## config.mk

```make
export PLATFORM = sky130hd
export DESIGN_NAME = alu_sequencer
export DESIGN_NICKNAME = d
export VERILOG_FILES = /design/src/rtl/alu_sequencer_pkg.sv /design/src/rtl/alu_sequencer_button_debounce.sv /design/src/rtl/alu_sequencer.sv
export SDC_FILE = /design/constraint.sdc
export NUM_CORES = 1
export LEC_CHECK = 0
export CAP_MARGIN = 20
export CORE_MARGIN = 1
export CORE_UTILIZATION = 30
export CTS_CLUSTER_SIZE = 8
export DETAILED_ROUTE_END_ITERATION = 8
export SYNTH_ARGS = -nofsm -noshare
export SYNTH_HDL_FRONTEND = slang
export SYNTH_HIERARCHICAL = 1
export SYNTH_SLANG_ARGS = --single-unit
```

## constraint.sdc

```tcl
create_clock -name CLK -period 1.5 [get_ports CLK]
set_input_delay 0.3 -clock CLK [delete_from_list [all_inputs] [get_ports CLK]]
set_output_delay 0.3 -clock CLK [all_outputs]
set_load 0.05 [all_outputs]
```

## src/rtl/alu_sequencer_pkg.sv

```systemverilog
// alu_sequencer_pkg: FSM state encodings and button indices for the ALU front panel
package alu_sequencer_pkg;
    localparam logic [1:0] LOAD_A  = 2'd0;
    localparam logic [1:0] LOAD_B  = 2'd1;
    localparam logic [1:0] LOAD_OP = 2'd2;
    localparam logic [1:0] SHOW    = 2'd3;
    localparam int BTN_A  = 0;
    localparam int BTN_B  = 1;
    localparam int BTN_OP = 2;
endpackage

```

## src/rtl/alu_sequencer_button_debounce.sv

```systemverilog
// button_debounce: synchronizes and debounces one raw button, pulsing PRESS once per debounced rising edge
module button_debounce #(
    parameter int DEB_CYCLES = 16
) (
    input  logic CLK,
    input  logic RST,
    input  logic RAW,
    output logic LEVEL,
    output logic PRESS
);
    localparam int CW = $clog2(DEB_CYCLES + 1);
    logic [1:0] sync;
    logic [CW-1:0] cnt;
    logic level_d;
    logic differ;
    logic done;
    always_comb begin
        differ = sync[1] != LEVEL;
        done   = differ && cnt == CW'(DEB_CYCLES - 1);
    end
    always_ff @(posedge CLK or posedge RST) begin
        if (RST) begin
            sync    <= '0;
            cnt     <= '0;
            LEVEL   <= 1'b0;
            level_d <= 1'b0;
            PRESS   <= 1'b0;
        end else begin
            sync    <= {sync[0], RAW};
            cnt     <= (!differ || done) ? '0 : cnt + 1'b1;
            LEVEL   <= done ? sync[1] : LEVEL;
            level_d <= LEVEL;
            PRESS   <= LEVEL & ~level_d;
        end
    end
endmodule

```

## src/rtl/alu_sequencer.sv

```systemverilog
// alu_sequencer: front-panel controller enforcing the A -> B -> OP load order for the ALU
module alu_sequencer
    import alu_sequencer_pkg::*;
#(
    parameter int DEB_CYCLES = 16
) (
    input  logic       CLK,
    input  logic       RST,
    input  logic [7:0] SWITCH,
    input  logic [2:0] BOT,
    input  logic [7:0] ALU_Z,
    output logic [7:0] ALU_A,
    output logic [7:0] ALU_B,
    output logic [7:0] ALU_OP,
    output logic [7:0] LED,
    output logic [1:0] STATE,
    output logic       RESULT_VALID
);
    logic [2:0] press;
    for (genvar i = 0; i < 3; i++) begin : g_btn
        button_debounce #(.DEB_CYCLES(DEB_CYCLES)) u_deb (
            .CLK(CLK), .RST(RST), .RAW(BOT[i]), .LEVEL(), .PRESS(press[i])
        );
    end
    assign RESULT_VALID = STATE == SHOW;
    // else-if chain gives PRESS[0] > PRESS[1] > PRESS[2] priority
    always_ff @(posedge CLK or posedge RST) begin
        if (RST) begin
            ALU_A  <= '0;
            ALU_B  <= '0;
            ALU_OP <= '0;
            LED    <= '0;
            STATE  <= LOAD_A;
        end else begin
            LED <= (STATE == SHOW) ? ALU_Z : SWITCH;
            if (press[BTN_A]) begin
                ALU_A <= SWITCH;
                STATE <= LOAD_B;
            end else if (press[BTN_B] && STATE != LOAD_A) begin
                ALU_B <= SWITCH;
                STATE <= (STATE == LOAD_B) ? LOAD_OP : STATE;
            end else if (press[BTN_OP] && (STATE == LOAD_OP || STATE == SHOW)) begin
                ALU_OP <= SWITCH;
                STATE  <= SHOW;
            end
        end
    end
endmodule

```

==> impl_table.tex <==
\begin{tabular}{lr}
\hline
Metric & Value \\
\hline
\multicolumn{2}{l}{\textbf{Global route}} \\
\quad Global-route usage over all layers & 12.6\% \\
\quad Pin count of the biggest net entering global routing & 35 \\
\quad Initial antenna violation count & 0 \\
\quad First-pass GRT wire length & 7920 um \\
\quad Total overflow reported by the global router & 0 \\
\quad Number of global-route vias before repair & about 1.6k \\
\multicolumn{2}{l}{\textbf{Synthesis}} \\
\quad Cell count after synthesis & roughly 160 \\
\quad Leading area contributor after synthesis & sky130\_fd\_sc\_hd\_\_dfrtp\_1 \\
\quad Seq cells post-synth & 64 \\
\quad Post-synthesis sequential area ratio & 65.8\% \\
\quad Number of distinct standard cells referenced by the synthesized netlist & 21 \\
\quad Share of Yosys cell area claimed by the top area cell type & 65.8\% \\
\quad Ranking of synthesized cells by area & sky130\_fd\_sc\_hd\_\_dfrtp\_1, sky130\_fd\_sc\_hd\_\_mux2\_2, sky130\_fd\_sc\_hd\_\_ha\_1 \\
\quad Mean instance size in the synthesized netlist & 15.3 um2 \\
\quad Summed instance area of the synthesized netlist & 2430 um2 \\
\quad Number of nets produced by synthesis & around 190 \\
\quad Number of warnings printed during yosys synthesis & 6 \\
\multicolumn{2}{l}{\textbf{Drt}} \\
\quad Via Count & 1539 \\
\quad Final WL & 4830 um \\
\quad Pre-antenna DRT Iters & 4 \\
\quad DRC violations left & 0 \\
\quad Post-route ant nets & 0 \\
\quad Post-detailed-route wirelength per cell & $\sim$14 um \\
\quad Routed vias/inst & 4.42 \\
\quad Number of DRC violations after detailed-routing iteration 0 & 53 \\
\multicolumn{2}{l}{\textbf{Setup path}} \\
\quad WP data arrival & $\sim$1700 ps \\
\quad Setup slack, reg-to-reg & 70 ps \\
\quad Data required time at the worst endpoint & $\sim$1700 ps \\
\quad Kind of critical path & reg -> reg \\
\quad Maximum fanout count along the critical path & 6 \\
\quad Type of origin of the critical path & flip-flop \\
\quad Endpoint type of the worst setup path & flip-flop \\
\multicolumn{2}{l}{\textbf{Power and ir drop}} \\
\quad PwrDens & 941 nW/um2 \\
\quad Static leakage & 0.00175 uW \\
\quad Total power consumption of the routed design & 3640 uW \\
\quad Maximum vdd drop & 378 uV \\
\multicolumn{2}{l}{\textbf{Floorplanning}} \\
\quad Core region area & $\sim$7800 um2 \\
\quad Height of the die & 92.1 um \\
\quad Die outline width & between 90 and 100 um \\
\quad Total I/O pin count & 56 \\
\quad DIE AREA & 8480 um2 \\
\quad Total number of placement rows & 32 \\
\quad Effective utilization at floorplan & 31.2\% \\
\multicolumn{2}{l}{\textbf{Flow run}} \\
\quad Maximum capacitance violations & 0 \\
\multicolumn{2}{l}{\textbf{Finish}} \\
\quad Number of inserted diodes & 0 \\
\quad Fraction of layout cells with a size suffix above 1 & 47.2\% \\
\quad Signed area change from the synthesized netlist to the final layout & 58.8\% \\
\quad Nets & 268 \\
\multicolumn{2}{l}{\textbf{Clock network}} \\
\quad Clk Tree Root Cell & sky130\_fd\_sc\_hd\_\_clkbuf\_8 \\
\quad Worst-skew pair later-pin latency & $\sim$340 ps \\
\quad TritonCTS clock tree & yes \\
\quad Number of hold buffers added after cts & 0 \\
\quad Clock buffer count from CTS & 9 \\
\quad H-tree Lvls & 3 \\
\quad Worst-path clk slew & 70 ps \\
\quad Clk sink count & 64 \\
\quad Buffers from clock root to sink, at most & 2 \\
\multicolumn{2}{l}{\textbf{Timing}} \\
\quad Worst-case clock skew & 8.90 ps \\
\quad Total Neg Setup Slack & 0 ps \\
\quad Headroom to the max-slew limit & 64.7\% \\
\quad Final period util & 95.4\% \\
\quad Final number of setup-violating endpoints & 0 \\
\quad Max-slew violation count & 0 \\
\quad Measured slew at the worst slew-check pin & 526 ps \\
\quad Final hold violation count & 0 \\
\quad Maximum achievable frequency & 699 MHz \\
\quad Final period demand of the worst path & 1430 ps \\
\multicolumn{2}{l}{\textbf{Placement}} \\
\quad HPWL reported at the end of detailed placement & 3340 um \\
\quad Gpl congestion & 0.745 \\
\quad \# port buffers & 55 \\
\multicolumn{2}{l}{\textbf{Status}} \\
\quad Run status & finished, final reports clean \\
\multicolumn{2}{l}{\textbf{Hold path}} \\
\quad Class of the worst hold path & in -> async \\
\hline
\end{tabular}
placed cells by master, fill, tap and decap left out, types with 2 or more instances in the layout:
cell / n
sky130_fd_sc_hd__mux2_1: 3
sky130_fd_sc_hd__clkdlybuf4s50_1: 20
sky130_fd_sc_hd__clkbuf_8: 10
sky130_fd_sc_hd__dfrtp_1: 62
sky130_fd_sc_hd__nor2b_1: 3
sky130_fd_sc_hd__nor3_1: 7
sky130_fd_sc_hd__nor3_2: 2
sky130_fd_sc_hd__and3_1: 2
sky130_fd_sc_hd__a21oi_1: 5
sky130_fd_sc_hd__clkbuf_1: 2
sky130_fd_sc_hd__o21bai_1: 2
sky130_fd_sc_hd__nor3b_1: 3
sky130_fd_sc_hd__dfrtp_2: 2
sky130_fd_sc_hd__nor4_2: 3
sky130_fd_sc_hd__buf_12: 38
sky130_fd_sc_hd__buf_4: 14
sky130_fd_sc_hd__ha_2: 3
sky130_fd_sc_hd__inv_1: 8
sky130_fd_sc_hd__clkinv_2: 3
sky130_fd_sc_hd__xnor2_1: 6
sky130_fd_sc_hd__mux2_2: 32
sky130_fd_sc_hd__ha_1: 2
sky130_fd_sc_hd__and4_1: 3
power by group:
part | internal [uW] | switching (uW)
Sequential | 1780 | 41.9
Combinational | 201 | 185
Clock | 805 | 630
worst max-delay path: stages (launching register included):
cell	delay [ps]
sky130_fd_sc_hd__dfrtp_1	400
sky130_fd_sc_hd__ha_1	210
sky130_fd_sc_hd__and3_1	190
sky130_fd_sc_hd__ha_2	210
sky130_fd_sc_hd__mux2_1	310
what timing repair did:
| action | 4_1_cts | 5_1_grt |
|---|---|---|
| endpoints found under the setup margin | 4 | 10 |
| hold endpoints to repair | 0 | 0 |
| resized for setup | 2 | 8 |
| setup buffers | 1 | 6 |
| pin swaps | 1 | 2 |
per-stage QoR:
stage / std cells / hold slack (ps) / instance area (um2) / worst slack (ps) / utilization, %
after floorplan: 159 / 140 / 2440 / 67.1 / -
after global placement: 325 / 332 / 3560 / 51.6 / 45.6
after detailed placement: 325 / 335 / 3560 / -9.63 / 45.6
after CTS: 342 / 340 / 3770 / -7.11 / 48.2
after global routing: 348 / 357 / 3870 / -3.37 / 49.5
final: 348 / 342 / 3870 / 69.7 / 49.5
routing by layer:
layer	GRT usage, %	part of all wire (%)	vias to the layer above
met2	18.3	47	45
met4	8.59	2.5	0
li1	-	-	729
met5	0	0	-
met3	3.65	5.4	10
met1	16.2	45	755
state kept, by name, summed over array words and instances, names as in the netlist:
name,flops
ALU_OP,8
ALU_A,8
ALU_B,8
g_btn.u_deb/LEVEL,3
STATE,2
g_btn.u_deb/sync,6
g_btn.u_deb/PRESS,3
LED,8
g_btn.u_deb/level_d,3
g_btn.u_deb/cnt,15
final timing paths:
| check | from | endpoint | cells after the start |
|---|---|---|---|
| worst max-delay path | g_btn[0].u_deb/cnt[1]$_DFF_PP0_ | g_btn[0].u_deb/LEVEL$_DFFE_PP0P_ | 4 |
| worst min-delay path | RST | g_btn[2].u_deb/level_d$_DFF_PP0_ | 2 |
| worst max register to register | g_btn[0].u_deb/cnt[1]$_DFF_PP0_ | g_btn[0].u_deb/LEVEL$_DFFE_PP0P_ | 4 |
| worst min register to register | g_btn[0].u_deb/sync[0]$_DFF_PP0_ | g_btn[0].u_deb/sync[1]$_DFF_PP0_ | 0 |
| max in group asynchronous | RST | g_btn[1].u_deb/cnt[3]$_DFF_PP0_ | 2 |
| min in group CLK | g_btn[0].u_deb/sync[0]$_DFF_PP0_ | g_btn[0].u_deb/sync[1]$_DFF_PP0_ | 0 |
synthesized netlist by cell type:
master	number
sky130_fd_sc_hd__a21oi_1	5
sky130_fd_sc_hd__and3_1	3
sky130_fd_sc_hd__and4_1	3
sky130_fd_sc_hd__buf_6	1
sky130_fd_sc_hd__dfrtp_1	64
sky130_fd_sc_hd__ha_1	6
sky130_fd_sc_hd__inv_1	9
sky130_fd_sc_hd__mux2_1	3
sky130_fd_sc_hd__mux2_2	32
sky130_fd_sc_hd__nand2_1	1
sky130_fd_sc_hd__nand2_2	1
sky130_fd_sc_hd__nor2_1	1
sky130_fd_sc_hd__nor2b_1	3
sky130_fd_sc_hd__nor3_1	9
sky130_fd_sc_hd__nor3_4	1
sky130_fd_sc_hd__nor3b_1	3
sky130_fd_sc_hd__nor4_2	3
sky130_fd_sc_hd__o211ai_1	1
sky130_fd_sc_hd__o211ai_2	1
sky130_fd_sc_hd__o21bai_1	3
sky130_fd_sc_hd__xnor2_1	6
cell type report:
| cell class | count | area, um2 |
|---|---|---|
| fill | 683 | 3940 |
| multi-input combinational | 85 | 842 |
| sequential | 64 | 1600 |
| inverter | 9 | 37.5 |
| timing repair buffer | 72 | 1070 |
| clock inverter | 4 | 45.0 |
| tap | 102 | 128 |
| clock buffer | 12 | 145 |
cell families (layout without fill, tap and decap cells):
| logic type | after synthesis | after routing | share of synthesized area, % |
|---|---|---|---|
| AOI/OAI and AO/OA | 10 | 10 | 2.77 |
| xor gates and xnor gates | 6 | 6 | 2.16 |
| adders and majority gates | 6 | 6 | 3.08 |
| buffers and inverters | 10 | 97 | 1.85 |
| DFF | 64 | 64 | 65.8 |
| muxes | 35 | 35 | 16.2 |
| and+or+nand+nor | 28 | 28 | 8.17 |
Note: power is estimated with default switching activity, not from simulation.
